===== config.mk =====
export PLATFORM = sky130hd
export DESIGN_NAME = c64_debug_bus_responder
export DESIGN_NICKNAME = d
export VERILOG_FILES = /design/src/rtl/c64_debug_pkg.sv /design/src/rtl/c64_cpu_halt.sv /design/src/rtl/c64_debug_bus_responder.sv
export SDC_FILE = /design/constraint.sdc
export NUM_CORES = 1
export LEC_CHECK = 0
export CORE_UTILIZATION = 30
export CTS_CLUSTER_DIAMETER = 30
export DETAILED_ROUTE_END_ITERATION = 16
export MAX_ROUTING_LAYER = met4
export PLACE_DENSITY_LB_ADDON = 0.12
export SKIP_LAST_GASP = 1
export SLEW_MARGIN = 30
export SYNTH_ARGS = -nofsm -noshare
export SYNTH_HDL_FRONTEND = slang
export SYNTH_HIERARCHICAL = 1
export SYNTH_SLANG_ARGS = --single-unit

===== constraint.sdc =====
create_clock -name clk -period 2 [get_ports clk]
set_input_delay 0.4 -clock clk [delete_from_list [all_inputs] [get_ports clk]]
set_output_delay 0.4 -clock clk [all_outputs]
set_load 0.02 [all_outputs]

===== src/rtl/c64_debug_pkg.sv =====
// Shared types and constants for the C64 debug bus responder and future
// DMA masters that reuse the CPU halt logic.
package c64_debug_pkg;

  typedef enum logic [2:0] {
    IDLE   = 3'd0,
    HALT   = 3'd1,
    OWN    = 3'd2,
    ACCESS = 3'd3,
    ACK    = 3'd4,
    DROP   = 3'd5
  } dbg_state_e;

  typedef enum logic [1:0] {
    OP_NONE  = 2'd0,
    OP_READ  = 2'd1,
    OP_WRITE = 2'd2
  } dbg_op_e;

  localparam logic [7:0]  ACK_WRITE_CODE         = 8'h06;
  localparam logic [7:0]  ABORT_DATA_DEFAULT     = 8'hFF;
  localparam int unsigned TIMEOUT_CYCLES_DEFAULT = 1000000;

  function automatic dbg_op_e op_from_we(input logic we);
    return we ? OP_WRITE : OP_READ;
  endfunction

endpackage


===== src/rtl/c64_cpu_halt.sv =====
// 6510 RDY driver with halted detection. RDY drops on a halt request; the
// CPU is only known to be stopped once a read cycle (cpu_rw=1) ends with RDY
// low, because the 6510 ignores RDY during its write cycles.
module c64_cpu_halt (
  input  logic clk,
  input  logic reset_n,
  input  logic i_halt_req,
  input  logic i_release,
  input  logic i_wait,
  input  logic i_phi2_fall,
  input  logic i_cpu_rw,
  output logic o_cpu_rdy,
  output logic o_halted
);

  logic r_rdy;

  // RDY register: release wins over a new halt request
  always_ff @(posedge clk or negedge reset_n) begin
    if (!reset_n) begin
      r_rdy <= 1'b1;
    end else if (i_release) begin
      r_rdy <= 1'b1;
    end else if (i_halt_req) begin
      r_rdy <= 1'b0;
    end
  end

  assign o_halted  = i_wait & i_phi2_fall & i_cpu_rw & ~r_rdy;
  assign o_cpu_rdy = r_rdy;

endmodule


===== src/rtl/c64_debug_bus_responder.sv =====
// Bus-side responder for debug accesses: latches one request, halts the
// 6510, takes one free phi2 slot, performs the access and pulses ack.
// Optional feature macro: C64_DEBUG_TIMEOUT_EN (forced abort while waiting
// for the CPU or a free slot).
//
// state  | meaning
// IDLE   | waiting for debug_request
// HALT   | RDY low, waiting for a read cycle to end so the CPU is stopped
// OWN    | CPU halted, waiting for a phi2 slot the VIC does not own
// ACCESS | responder drives the bus for exactly one phi2 slot
// ACK    | ack pulse cycle
// DROP   | waiting for the initiator to release a held request
module c64_debug_bus_responder
  import c64_debug_pkg::*;
#(
  parameter int unsigned TIMEOUT_CYCLES = TIMEOUT_CYCLES_DEFAULT,
  parameter logic [7:0]  ABORT_DATA     = ABORT_DATA_DEFAULT
) (
  input  logic        clk,
  input  logic        reset_n,
  input  logic [15:0] debug_addr,
  input  logic [7:0]  debug_data_i,
  input  logic        debug_we,
  input  logic        debug_request,
  output logic        debug_ack,
  output logic [7:0]  debug_data_o,
  input  logic        phi2_rise,
  input  logic        phi2_fall,
  input  logic        cpu_rw,
  input  logic        vic_ba,
  input  logic [7:0]  mem_rdata,
  output logic        cpu_rdy,
  output logic        bus_own,
  output logic [15:0] mem_addr,
  output logic [7:0]  mem_wdata,
  output logic        mem_we
);

  dbg_state_e  r_state;
  dbg_state_e  w_state_nxt;
  logic [15:0] r_addr;
  logic [7:0]  r_wdata;
  dbg_op_e     r_op;
  logic        r_bus_own;
  logic        r_mem_we;
  logic [15:0] r_mem_addr;
  logic [7:0]  r_mem_wdata;
  logic        r_ack;
  logic [7:0]  r_rdata;

  logic        w_accept;
  logic        w_slot_start;
  logic        w_slot_end;
  logic        w_abort;
  logic        w_release;
  logic        w_halt_wait;
  logic        w_halted;

  assign w_halt_wait = (r_state == HALT);
  assign w_release   = w_slot_end | w_abort;

  c64_cpu_halt u_cpu_halt (
    .clk         (clk),
    .reset_n     (reset_n),
    .i_halt_req  (w_accept),
    .i_release   (w_release),
    .i_wait      (w_halt_wait),
    .i_phi2_fall (phi2_fall),
    .i_cpu_rw    (cpu_rw),
    .o_cpu_rdy   (cpu_rdy),
    .o_halted    (w_halted)
  );

`ifdef C64_DEBUG_TIMEOUT_EN
  logic [31:0] r_cnt;
  logic        w_waiting;

  assign w_waiting = (r_state == HALT) || (r_state == OWN);
  assign w_abort   = w_waiting && (r_cnt == TIMEOUT_CYCLES - 32'd1);

  // Wait-time counter, restarted for every accepted request
  always_ff @(posedge clk or negedge reset_n) begin
    if (!reset_n) begin
      r_cnt <= '0;
    end else if (w_accept) begin
      r_cnt <= '0;
    end else if (w_waiting && !w_abort) begin
      r_cnt <= r_cnt + 32'd1;
    end
  end
`else
  logic w_unused_cfg;

  assign w_abort      = 1'b0;
  assign w_unused_cfg = ^{TIMEOUT_CYCLES, ABORT_DATA};
`endif

  // State register
  always_ff @(posedge clk or negedge reset_n) begin
    if (!reset_n) begin
      r_state <= IDLE;
    end else begin
      r_state <= w_state_nxt;
    end
  end

  // Next-state decode; a coincident phi2_fall masks phi2_rise in OWN
  always_comb begin
    w_state_nxt  = r_state;
    w_accept     = 1'b0;
    w_slot_start = 1'b0;
    w_slot_end   = 1'b0;
    case (r_state)
      IDLE: begin
        if (debug_request) begin
          w_accept    = 1'b1;
          w_state_nxt = HALT;
        end
      end
      HALT: begin
        if (w_abort) begin
          w_state_nxt = ACK;
        end else if (w_halted) begin
          w_state_nxt = OWN;
        end
      end
      OWN: begin
        if (w_abort) begin
          w_state_nxt = ACK;
        end else if (phi2_rise && !phi2_fall && vic_ba) begin
          w_slot_start = 1'b1;
          w_state_nxt  = ACCESS;
        end
      end
      ACCESS: begin
        if (phi2_fall) begin
          w_slot_end  = 1'b1;
          w_state_nxt = ACK;
        end
      end
      ACK: begin
        w_state_nxt = debug_request ? DROP : IDLE;
      end
      DROP: begin
        if (!debug_request) begin
          w_state_nxt = IDLE;
        end
      end
      default: begin
        w_state_nxt = IDLE;
      end
    endcase
  end

  // Request capture; later changes on the debug inputs are ignored
  always_ff @(posedge clk or negedge reset_n) begin
    if (!reset_n) begin
      r_addr  <= '0;
      r_wdata <= '0;
      r_op    <= OP_NONE;
    end else if (w_accept) begin
      r_addr  <= debug_addr;
      r_wdata <= debug_data_i;
      r_op    <= op_from_we(debug_we);
    end
  end

  // Bus drive for the single owned slot
  always_ff @(posedge clk or negedge reset_n) begin
    if (!reset_n) begin
      r_bus_own   <= 1'b0;
      r_mem_we    <= 1'b0;
      r_mem_addr  <= '0;
      r_mem_wdata <= '0;
    end else if (w_slot_start) begin
      r_bus_own   <= 1'b1;
      r_mem_addr  <= r_addr;
      r_mem_wdata <= r_wdata;
      r_mem_we    <= (r_op == OP_WRITE);
    end else if (w_slot_end) begin
      r_bus_own   <= 1'b0;
      r_mem_we    <= 1'b0;
    end
  end

  // Completion pulse and read-data capture
  always_ff @(posedge clk or negedge reset_n) begin
    if (!reset_n) begin
      r_ack   <= 1'b0;
      r_rdata <= '0;
    end else begin
      r_ack <= w_slot_end | w_abort;
      if (w_slot_end && (r_op == OP_READ)) begin
        r_rdata <= mem_rdata;
      end
`ifdef C64_DEBUG_TIMEOUT_EN
      if (w_abort) begin
        r_rdata <= ABORT_DATA;
      end
`endif
    end
  end

  assign debug_ack    = r_ack;
  assign debug_data_o = r_rdata;
  assign bus_own      = r_bus_own;
  assign mem_addr     = r_mem_addr;
  assign mem_wdata    = r_mem_wdata;
  assign mem_we       = r_mem_we;

endmodule

Yosys cells after proc, flatten, opt, wreduce, memory -nomap -nowiden
Index checks and enable logic that the tools add are counted.
{"block": "word_totals", "wordCells": 54, "inputBits": 40, "ff_bits": 65}
{"block": "classes", "reduce_logical": 8, "n_bitwise": 4, "mux": 19, "n_eq_ne": 12}
{"cell": "$mux 3", "n": 6}
{"cell": "$pmux 3 s6", "n": 1}
{"cell": "$mux 1", "n": 11}
{"cell": "$ne 2x2->1 const B", "n": 5}
{"cell": "$eq 3x2->1 const B", "n": 2}
{"cell": "$eq 3x3->1 const B", "n": 2}
{"cell": "$reduce_and 5->1", "n": 1}
{"cell": "$reduce_bool 2->1", "n": 2}
{"cell": "$and 1x1->1", "n": 3}
{"cell": "$eq 3x1->1 const B", "n": 1}
{"cell": "$logic_and 1x1->1", "n": 3}
{"cell": "$logic_not 3->1", "n": 1}
{"cell": "$eq 2x1->1 const B", "n": 1}
{"cell": "$eq 2x2->1 const B", "n": 1}
{"cell": "$mux 2", "n": 1}
{"cell": "$logic_not 1->1", "n": 1}
{"cell": "$not 1->1", "n": 1}

Longest topological paths before layout
Gate-level depths: netlist of the first run.
{"block": "logic_depth", "word_depth": 6, "depth_mapped": 6, "depth_no_buf": 6}

Hierarchy
The synthesis of the first run kept the hierarchy.
{"module": "c64_debug_bus_responder", "instances": 1, "cells_per_inst": 152, "area_each_um2": 2556.2}
{"module": "c64_cpu_halt", "instances": 1, "cells_per_inst": 4, "area_each_um2": 48.8}

Least setup slack after synthesis of the first run
OpenSTA, ideal clock, no wires.
{"block": "synth_timing", "path_kind": "flip-flop to flip-flop", "start": "register r_state[1]", "end": "register r_addr[0]", "required_time_ns": 1.875, "t_arrival_ns": 1.520, "stages_incl_launch_ff": 5, "setup_slack_ns": 0.355, "setup_time_ns": 0.125, "cell_sequence": "dfrtp_1 > buf_6 > nor4b_4 > buf_6 > mux2_4"}
{"block": "synth_between", "elab_chain_len": 2}
{"item": "start: declaration", "line_no": "c64_debug_bus_responder.sv:39", "source": "dbg_state_e r_state;"}
{"item": "start signal: assignment", "line_no": "c64_debug_bus_responder.sv:103", "source": "r_state <= w_state_nxt;"}
{"item": "$logic_not 3->1", "line_no": "c64_debug_bus_responder.sv:113", "source": "case (r_state)"}
{"item": "$mux 1", "line_no": "c64_debug_bus_responder.sv:113"}
{"item": "end signal: assignment", "line_no": "c64_debug_bus_responder.sv:162", "source": "r_addr <= debug_addr;"}
{"item": "end: declaration", "line_no": "c64_debug_bus_responder.sv:41", "source": "logic [15:0] r_addr;"}
No other way between the ends.
A chain may end at the register's enable or synchronous reset.

Worst setup path in the final report of the first run
{"block": "layout_timing", "start": "register u_cpu_halt.r_rdy, in the netlist u_cpu_halt/o_cpu_rdy", "end": "output port cpu_rdy"}
{"item": "start: declaration", "line_no": "c64_cpu_halt.sv:16", "source": "logic r_rdy;"}
{"item": "start signal: assignment", "line_no": "c64_cpu_halt.sv:21", "source": "r_rdy <= 1'b1;"}
{"item": "start signal: assignment", "line_no": "c64_cpu_halt.sv:23", "source": "r_rdy <= 1'b1;"}
{"item": "start signal: assignment", "line_no": "c64_cpu_halt.sv:25", "source": "r_rdy <= 1'b0;"}
{"item": "end: declaration", "line_no": "c64_debug_bus_responder.sv:32", "source": "output logic cpu_rdy,"}
No word-level cell between the ends.

==> impl_metrics.json, run 1 <==
{
  "status": "finished clean",
  "cts_post_setup_buffers_inserted": 0,
  "yosys_warnings": 6,
  "irDropWorstVdd_mv": 0.470,
  "setup_viol": 0,
  "synthDistinctLibCells": 21,
  "dieHeight_um": 95.2,
  "power.density_nw_per_um2": 1350,
  "cts_made_buffers": 9,
  "viasPerCell": 4.38,
  "slew_headroom_pct": 75.9,
  "synth_seq_area_share_pct": 62.5,
  "worstPathCellList": "clkdlybuf4s50_1",
  "grt_setup_unrepaired": "no",
  "final.setup.tns_ns": 0,
  "syn_area_um2": 2600,
  "synth_area_leaders": "dfrtp_1 61%, mux2_2 17%, mux2_4 10%, buf_6 2.2%, nand3b_1 1.4%",
  "fp-row-count": 33,
  "slew_viol_final": 0,
  "drc": 0,
  "port_buffers": 75,
  "ios": 76,
  "timing.hold.ws_ns": 0.0556,
  "die_area_um2": 9060,
  "clock.fmax_ghz": 0.537,
  "hp-class": "in -> async",
  "finalClockSkew_ns": 0.00816,
  "drt_iter0_markers": 46,
  "clock_latency_ns": 0.33,
  "path_max_fanout": 3,
  "htreeDepth": 3,
  "place.gp.congestion": 0.710,
  "grt_pass1_vias": 1607,
  "root_buffer": "clkbuf_8",
  "core_region_area_um2": 8300,
  "dieWidth_um": 95.2,
  "period_minus_slack_ns": 1.86,
  "fin_crit_sh_pct": 93.1,
  "rrSetupSlack_ns": 0.43,
  "cp-end-kind": "output port",
  "final_nets": 283,
  "syn_to_final_growth_pct": 42.7,
  "cts_buffer_depth": 2,
  "synth_edf_count": 0,
  "start_util_pct": 31.4,
  "first_pass_iters": 4,
  "ctsResizeCount": 0,
  "antenna_found_initial": 0,
  "yosysTopAreaCell": "dfrtp_1",
  "fin_util_pct": 44.8,
  "critical_path_class": "reg -> out",
  "path_clk_slew_ns": 0.07,
  "synth_compound_area_share_pct": 1.01,
  "holdBufCountCts": 0,
  "yosys.area_share.adder_pct": 0,
  "ys_top_cells_by_count": "64 x dfrtp_1, 39 x mux2_2, 18 x mux2_4",
  "synth_top_family_by_area": "multiplexers",
  "grt_pass1_wl_mm": 8.02,
  "cts.sinks": 65,
  "maxCapViolCount": 0,
  "final_layout_size_suffix_gt1_share_pct": 33.5,
  "cp-start-kind": "register",
  "max_slew.worst_pin.slew_ns": 0.362,
  "antenna_cells": 0,
  "hold_violations": 0,
  "dp_slack_ns": 0.0703,
  "synth_top_area_share_pct": 61.5,
  "n_fill_cell": 772,
  "required_ns": 1.60,
  "track_usage_pct": 12.5,
  "leakage_nw": 1.68,
  "ys_ff_latch": 65,
  "critical_path.max_stage_delay_ns": 0.60,
  "grt_overflow": 0,
  "syn_nets": 196,
  "path_buf_inv": 1,
  "tritoncts": "built",
  "synth_cells": 156,
  "synthXorXnorAreaFrac_pct": 0,
  "fin_ws_ns": 0.137,
  "postSynthAreaPerCell_um2": 16.7,
  "vias": 1547,
  "synth-async-reset-ratio_pct": 100,
  "synth_simple_gate_area_share_pct": 5.62,
  "cp_slowest_cell": "clkdlybuf4s50_1",
  "yosysMostFrequentCell": "dfrtp_1",
  "antenna_left": 0,
  "finalWirelength_mm": 4.92,
  "grt_max_degree": 66,
  "wl_per_cell_um": 13.9,
  "arrival_ns": 1.46,
  "dp_hpwl_mm": 3.20,
  "synth_mux_area_share_pct": 28.0,
  "synth_flop_cell": "dfrtp_1",
  "path_delay_family": "buffers and inverters"
}
==> cell usage in the layout, fill, tap and decap left out, drive strengths merged, types with 2 or more instances in the layout <==
cell           netlist  final
buf                  6      8
clkbuf               0     14
clkdlybuf4s50        0     74
dfrtp               64     64
inv                  3      3
mux2                57     57
mux2i                2      2
nand2                7      7
nand3b               5      5
==> final timing paths <==
| check | start | endpoint | depth (start not counted) |
|---|---|---|---|
| setup / recovery | u_cpu_halt/o_cpu_rdy | cpu_rdy | 1 |
| hold / removal | reset_n | r_state[0] | 2 |
| setup reg to reg | r_state[2] | r_wdata[2] | 3 |
| hold reg to reg | r_wdata[7] | mem_wdata[7] | 1 |
| max in group asynchronous | reset_n | u_cpu_halt/o_cpu_rdy | 2 |
| min in group clk | r_wdata[7] | mem_wdata[7] | 1 |
==> sequential cells by signal (all words and copies together) (netlist names) <==
register	flops
debug_ack	1
r_state	3
r_wdata	8
r_op	2
u_cpu_halt/o_cpu_rdy	1
bus_own	1
mem_addr	16
mem_we	1
debug_data_o	8
r_addr	16
mem_wdata	8
==> stage by stage <==
stage               total power (W)  std cells  area, um^2
floorplan                   0.00323        156        2610
global placement            0.00391        337        3510
detailed placement          0.00394        337        3510
CTS                         0.00512        353        3720
global route                0.00535        353        3720
finish                      0.00503        353        3720
==> cell families after synthesis <==
kind of cell / count (synthesis)
AOI/OAI and AO/OA: 4
buffers and inverters: 9
DFF: 65
muxes: 59
and+or+nand+nor: 19
==> per-layer routing <==
| layer | track usage [%] | up-vias | share of wire, % |
|---|---|---|---|
| li1 | - | 727 | - |
| met1 | 15.6 | 760 | 48 |
| met2 | 17.8 | 54 | 43 |
| met3 | 5.42 | 6 | 7.5 |
| met4 | 4.55 | 0 | 1.3 |
| met5 | - | - | 0 |
==> layout make-up <==
| type | instances | area (um^2) | share of cell area [%] |
|---|---|---|---|
| sequential | 65 | 1630 | 43.8 |
| multi-input combinational | 82 | 902 | 24.3 |
| timing repair buffer | 82 | 836 | 22.5 |
| clock buffer | 14 | 173 | 4.65 |
| tap | 105 | 131 | 3.54 |
| clock inverter | 2 | 35.0 | 0.943 |
| inverter | 3 | 11.3 | 0.303 |
==> where the power goes <==
group | internal [W] | total, W | switching [W]
sequential | 0.00183 | 0.00213 | 0.000298
clock | 0.000678 | 0.00114 | 0.000465
combinational | 0.00108 | 0.00176 | 0.000676
No activity file was read; power rests on OpenSTA's default activity.
==> inputs of run 2 (changes only) <==
- CORE_ASPECT_RATIO: default -> 0.9
==> run 2 against run 1 <==
Net effect:
- non-clock buffer count decreased by 1
- sequential share of layout area increased by 0.57 points
- final cell count increased by 2.5%
- clock skew decreased by 0.0039 ns
- count of clock-buffer cells in the layout decreased by 2
- critical endpoint unchanged
- largest cell class unchanged
==> impl_metrics.json, run 2 (synthesized netlist as in run 1, its figures left out) <==
{
  "grt_use_met3_pct": 6.35,
  "ios": 76,
  "grt_pass1_vias": 1623,
  "cp-end-kind": "output port",
  "multi_input_area_um2": 902,
  "vias": 1520,
  "dieHeight_um": 90.4,
  "die_area_um2": 9060,
  "holdBufCountCts": 0,
  "hp-class": "in -> async",
  "grt_util_met1_pct": 15.4,
  "worstPathCellList": "clkdlybuf4s50_1",
  "start_util_pct": 31.7,
  "busiest_layer": "met2",
  "final_nets": 282,
  "power.density_nw_per_um2": 1310,
  "use_met2_pct": 18.1,
  "finalWirelength_mm": 4.99,
  "max_slew.worst_pin.slew_ns": 0.419,
  "tritoncts": "built",
  "dieWidth_um": 100,
  "finalClockSkew_ns": 0.00426,
  "core_region_area_um2": 8220,
  "track_usage_pct": 12.6,
  "root_buffer": "clkbuf_8",
  "final_layout_size_suffix_gt1_share_pct": 32.8,
  "slew_headroom_pct": 72.1,
  "n_fill_cell": 781,
  "required_ns": 1.60,
  "syn_to_final_growth_pct": 40.8,
  "htreeDepth": 3,
  "critical_path.max_stage_delay_ns": 0.60,
  "cp-start-kind": "register",
  "first_pass_iters": 4,
  "cts.sinks": 65,
  "arrival_ns": 1.47,
  "critical_path_class": "reg -> out",
  "period_minus_slack_ns": 1.87,
  "fin_util_pct": 44.6,
  "path_clk_slew_ns": 0.06,
  "path_buf_inv": 1,
  "hold_violations": 0,
  "seqPwrFrac_pct": 44.3,
  "layout_common_cells": "74 x clkdlybuf4s50_1, 64 x dfrtp_1, 39 x mux2_2",
  "wl_per_cell_um": 13.8,
  "ctsResizeCount": 0,
  "clock_latency_ns": 0.33,
  "antenna_left": 0,
  "grt_pass1_wl_mm": 8.27,
  "grt_overflow": 0,
  "power_frac_clock_pct": 18.8,
  "drt_iter0_markers": 41,
  "clock.fmax_ghz": 0.534,
  "path_delay_family": "buffers and inverters",
  "p_int_w": 0.00335,
  "fp-row-count": 31,
  "grt_setup_unrepaired": "no",
  "antenna_found_initial": 0,
  "cts_post_setup_buffers_inserted": 0,
  "switching_share_pct": 30.1,
  "status": "finished clean",
  "path_max_fanout": 3,
  "leakage_nw": 1.65,
  "switching_power_w": 0.00144,
  "grt_max_degree": 34,
  "final_area_um2": 3670,
  "cts_buffer_depth": 2,
  "final.setup.tns_ns": 0,
  "dpl_cell_area_um2": 3510,
  "mostFrequentLayoutCell": "clkdlybuf4s50_1",
  "port_buffers": 75,
  "fin_crit_sh_pct": 93.7,
  "regArea_um2": 1630,
  "cts_made_buffers": 9,
  "p_comb_share_pct": 36.9,
  "slew_viol_final": 0,
  "dp_hpwl_mm": 3.29,
  "drc": 0,
  "place.gp.congestion": 0.727,
  "viasPerCell": 4.20,
  "cp_slowest_cell": "clkdlybuf4s50_1",
  "antenna_cells": 0,
  "setup_viol": 0,
  "maxCapViolCount": 0,
  "irDropWorstVdd_mv": 0.461
}
## run 2: changes by cell type in the layout (fill, tap and decap cells not counted)
cell       delta
bufinv_16     -1
clkbuf_1      +1
clkinv_2      +3
buf_4         -1
clkbuf_8      -3
## run 2: layout make-up
type | instances | area share (%)
tap | 115 | 3.92
clock buffer | 12 | 3.68
sequential | 65 | 44.4
clock inverter | 4 | 0.546
timing repair buffer | 81 | 22.6
inverter | 3 | 0.307
multi-input combinational | 82 | 24.6
## run 2: per-stage QoR
| step | hold WS, ns | setup WS (ns) | std cells | total power (W) |
|---|---|---|---|---|
| after floorplan | 0.104 | 0.355 | 156 | 0.00323 |
| after global placement | 0.461 | 0.0259 | 346 | 0.00394 |
| after detailed placement | 0.471 | 0.0250 | 346 | 0.00394 |
| after CTS | 0.106 | 0.0902 | 362 | 0.00489 |
| after global routing | 0.116 | 0.0688 | 362 | 0.00511 |
| final | 0.104 | 0.127 | 362 | 0.00479 |
## run 2: path summary, 6_finish.rpt
kind / startpoint / to / slack [ns] / depth (start not counted)
max: u_cpu_halt/o_cpu_rdy / cpu_rdy / 0.13 / 1
min: reset_n / r_state[1] / 0.10 / 2
min in group clk: bus_own / bus_own / 0.48 / 2
max reg2reg: r_state[2] / r_wdata[3] / 0.44 / 3
max in group asynchronous: reset_n / u_cpu_halt/o_cpu_rdy / 1.57 / 2
min reg2reg: bus_own / bus_own / 0.48 / 2
## run 2: power by group through the flow
| stage | Sequential [W] | Combinational (W) | Clock [W] |
|---|---|---|---|
| 6_report | 0.00212 | 0.00177 | 0.000900 |
| 5_1_grt | 0.00219 | 0.00190 | 0.00102 |
| 4_1_cts | 0.00213 | 0.00181 | 0.000953 |
| 3_5_place_dp | 0.00215 | 0.00179 | 0 |
| 3_3_place_gp | 0.00216 | 0.00178 | 0 |
| 2_1_floorplan | 0.00234 | 0.000890 | 0 |
## run 2: per-layer routing
metal,wire (um),vias to the layer above
met5,0,-
met4,30,0
met3,360,2
met2,2250,47
met1,2350,751
li1,-,720
==> inputs of run 3 (changes only) <==
- HOLD_SLACK_MARGIN: default -> 0.05
- MAX_ROUTING_LAYER: met4 -> default
==> run 3 against run 2 <==
Net effect:
- clock skew hardly changed
- die area stayed put
- maximum frequency hardly changed
- clock power is 0.6% higher
- highest routed layer unchanged
==> impl_metrics.json, run 3 (synthesized netlist as in run 1, its figures left out) <==
{
  "status": "finished clean",
  "required_ns": 1.60,
  "fin_crit_sh_pct": 93.7,
  "cts_made_buffers": 9,
  "cp_slowest_cell": "clkdlybuf4s50_1",
  "antenna_left": 0,
  "path_clk_slew_ns": 0.06,
  "die_area_um2": 9060,
  "irDropWorstVdd_mv": 0.461,
  "worst_r2r_startpoint": "r_state[2]",
  "r2r-end": "r_wdata[3]",
  "cts.sinks": 65,
  "drc": 0,
  "total_power_w": 0.00480,
  "vias": 1518,
  "critical_path.max_stage_delay_ns": 0.60,
  "grt_pass1_wl_mm": 8.28,
  "path_delay_family": "buffers and inverters",
  "max_slew.worst_pin.slew_ns": 0.420,
  "worstPathCellList": "clkdlybuf4s50_1",
  "hold_violations": 0,
  "rrSetupSlack_ns": 0.43,
  "grt_max_degree": 34,
  "final_nets": 282,
  "clock.fmax_ghz": 0.534,
  "dpl_cell_area_um2": 3510,
  "path_buf_inv": 1,
  "root_buffer": "clkbuf_8",
  "finalWirelength_mm": 5.00,
  "final_area_um2": 3670,
  "core_region_area_um2": 8220,
  "setup_viol": 0,
  "arrival_ns": 1.47,
  "ios": 76,
  "cts_buffer_depth": 2,
  "cts_post_setup_buffers_inserted": 0,
  "holdBufCountCts": 0,
  "critical_path_class": "reg -> out",
  "ctsResizeCount": 0,
  "cp-end-kind": "output port",
  "hp-class": "in -> async",
  "slew_viol_final": 0,
  "dp_slack_ns": 0.0250,
  "tritoncts": "built",
  "dp_hpwl_mm": 3.29,
  "layout.cells.non_filler": 362,
  "viasPerCell": 4.19,
  "antenna_found_initial": 0,
  "cp-start-kind": "register",
  "worst_r2r_path_depth": 3,
  "maxCapViolCount": 0,
  "grt_setup_unrepaired": "no",
  "period_minus_slack_ns": 1.87,
  "track_usage_pct": 12.3,
  "final.setup.tns_ns": 0,
  "clock_latency_ns": 0.33,
  "syn_to_final_growth_pct": 40.8,
  "grt_pass1_vias": 1621,
  "finalClockSkew_ns": 0.00464,
  "antenna_cells": 0,
  "dieHeight_um": 90.4,
  "dp_cells": 346,
  "fp-row-count": 31,
  "dieWidth_um": 100,
  "htreeDepth": 3,
  "port_buffers": 75,
  "first_pass_iters": 4,
  "mostFrequentLayoutCell": "clkdlybuf4s50_1",
  "power.density_nw_per_um2": 1310,
  "n_fill_cell": 781,
  "grt_overflow": 0,
  "start_util_pct": 31.7,
  "drt_iter0_markers": 35,
  "path_max_fanout": 3,
  "final_layout_size_suffix_gt1_share_pct": 32.8,
  "layout_common_cells": "74 x clkdlybuf4s50_1, 64 x dfrtp_1, 39 x mux2_2",
  "fin_ws_ns": 0.126,
  "place.gp.congestion": 0.718,
  "wl_per_cell_um": 13.8,
  "slew_headroom_pct": 72.0,
  "leakage_nw": 1.65
}
run 3: layer usage:
| metal | share of wire (%) | routed length [um] | GRT usage [%] |
|---|---|---|---|
| met1 | 47 | 2340 | 15.3 |
| met2 | 45 | 2250 | 18.0 |
| met3 | 7.5 | 376 | 6.58 |
| met4 | 0.60 | 30 | 3.99 |
| met5 | 0 | 0 | 0 |
run 3: worst max-delay path by stage:
stage,slack (ns),start,cells after the start,end
global placement,0.03,phi2_fall,5,debug_data_o[3]
CTS,0.09,u_cpu_halt/o_cpu_rdy,1,cpu_rdy
detailed placement,0.02,phi2_fall,5,debug_data_o[3]
floorplan,0.35,r_state[1],4,r_addr[0]
global route,0.07,u_cpu_halt/o_cpu_rdy,1,cpu_rdy
finish,0.13,u_cpu_halt/o_cpu_rdy,1,cpu_rdy
run 3: power by group:
part	switching (W)	leakage, nW	internal, W
Clock	0.000462	0.0839	0.000442
Combinational	0.000690	0.746	0.00108
Sequential	0.000293	0.825	0.00183
Total	0.00145	1.65	0.00335
run 3: per-stage QoR:
stage	hold slack (ns)	util [%]
after floorplan	0.104	-
after global placement	0.461	42.7
after detailed placement	0.471	42.7
after CTS	0.106	44.6
after global routing	0.116	44.6
final	0.107	44.6
run 3: area by class of cell:
type	count	area, um^2	area share (%)
Clock buffer	12	135	3.68
Clock inverter	4	20.0	0.546
Inverter	3	11.3	0.307
Multi-Input combinational cell	82	902	24.6
Sequential cell	65	1630	44.4
Tap cell	115	144	3.92
Timing Repair Buffer	81	828	22.6
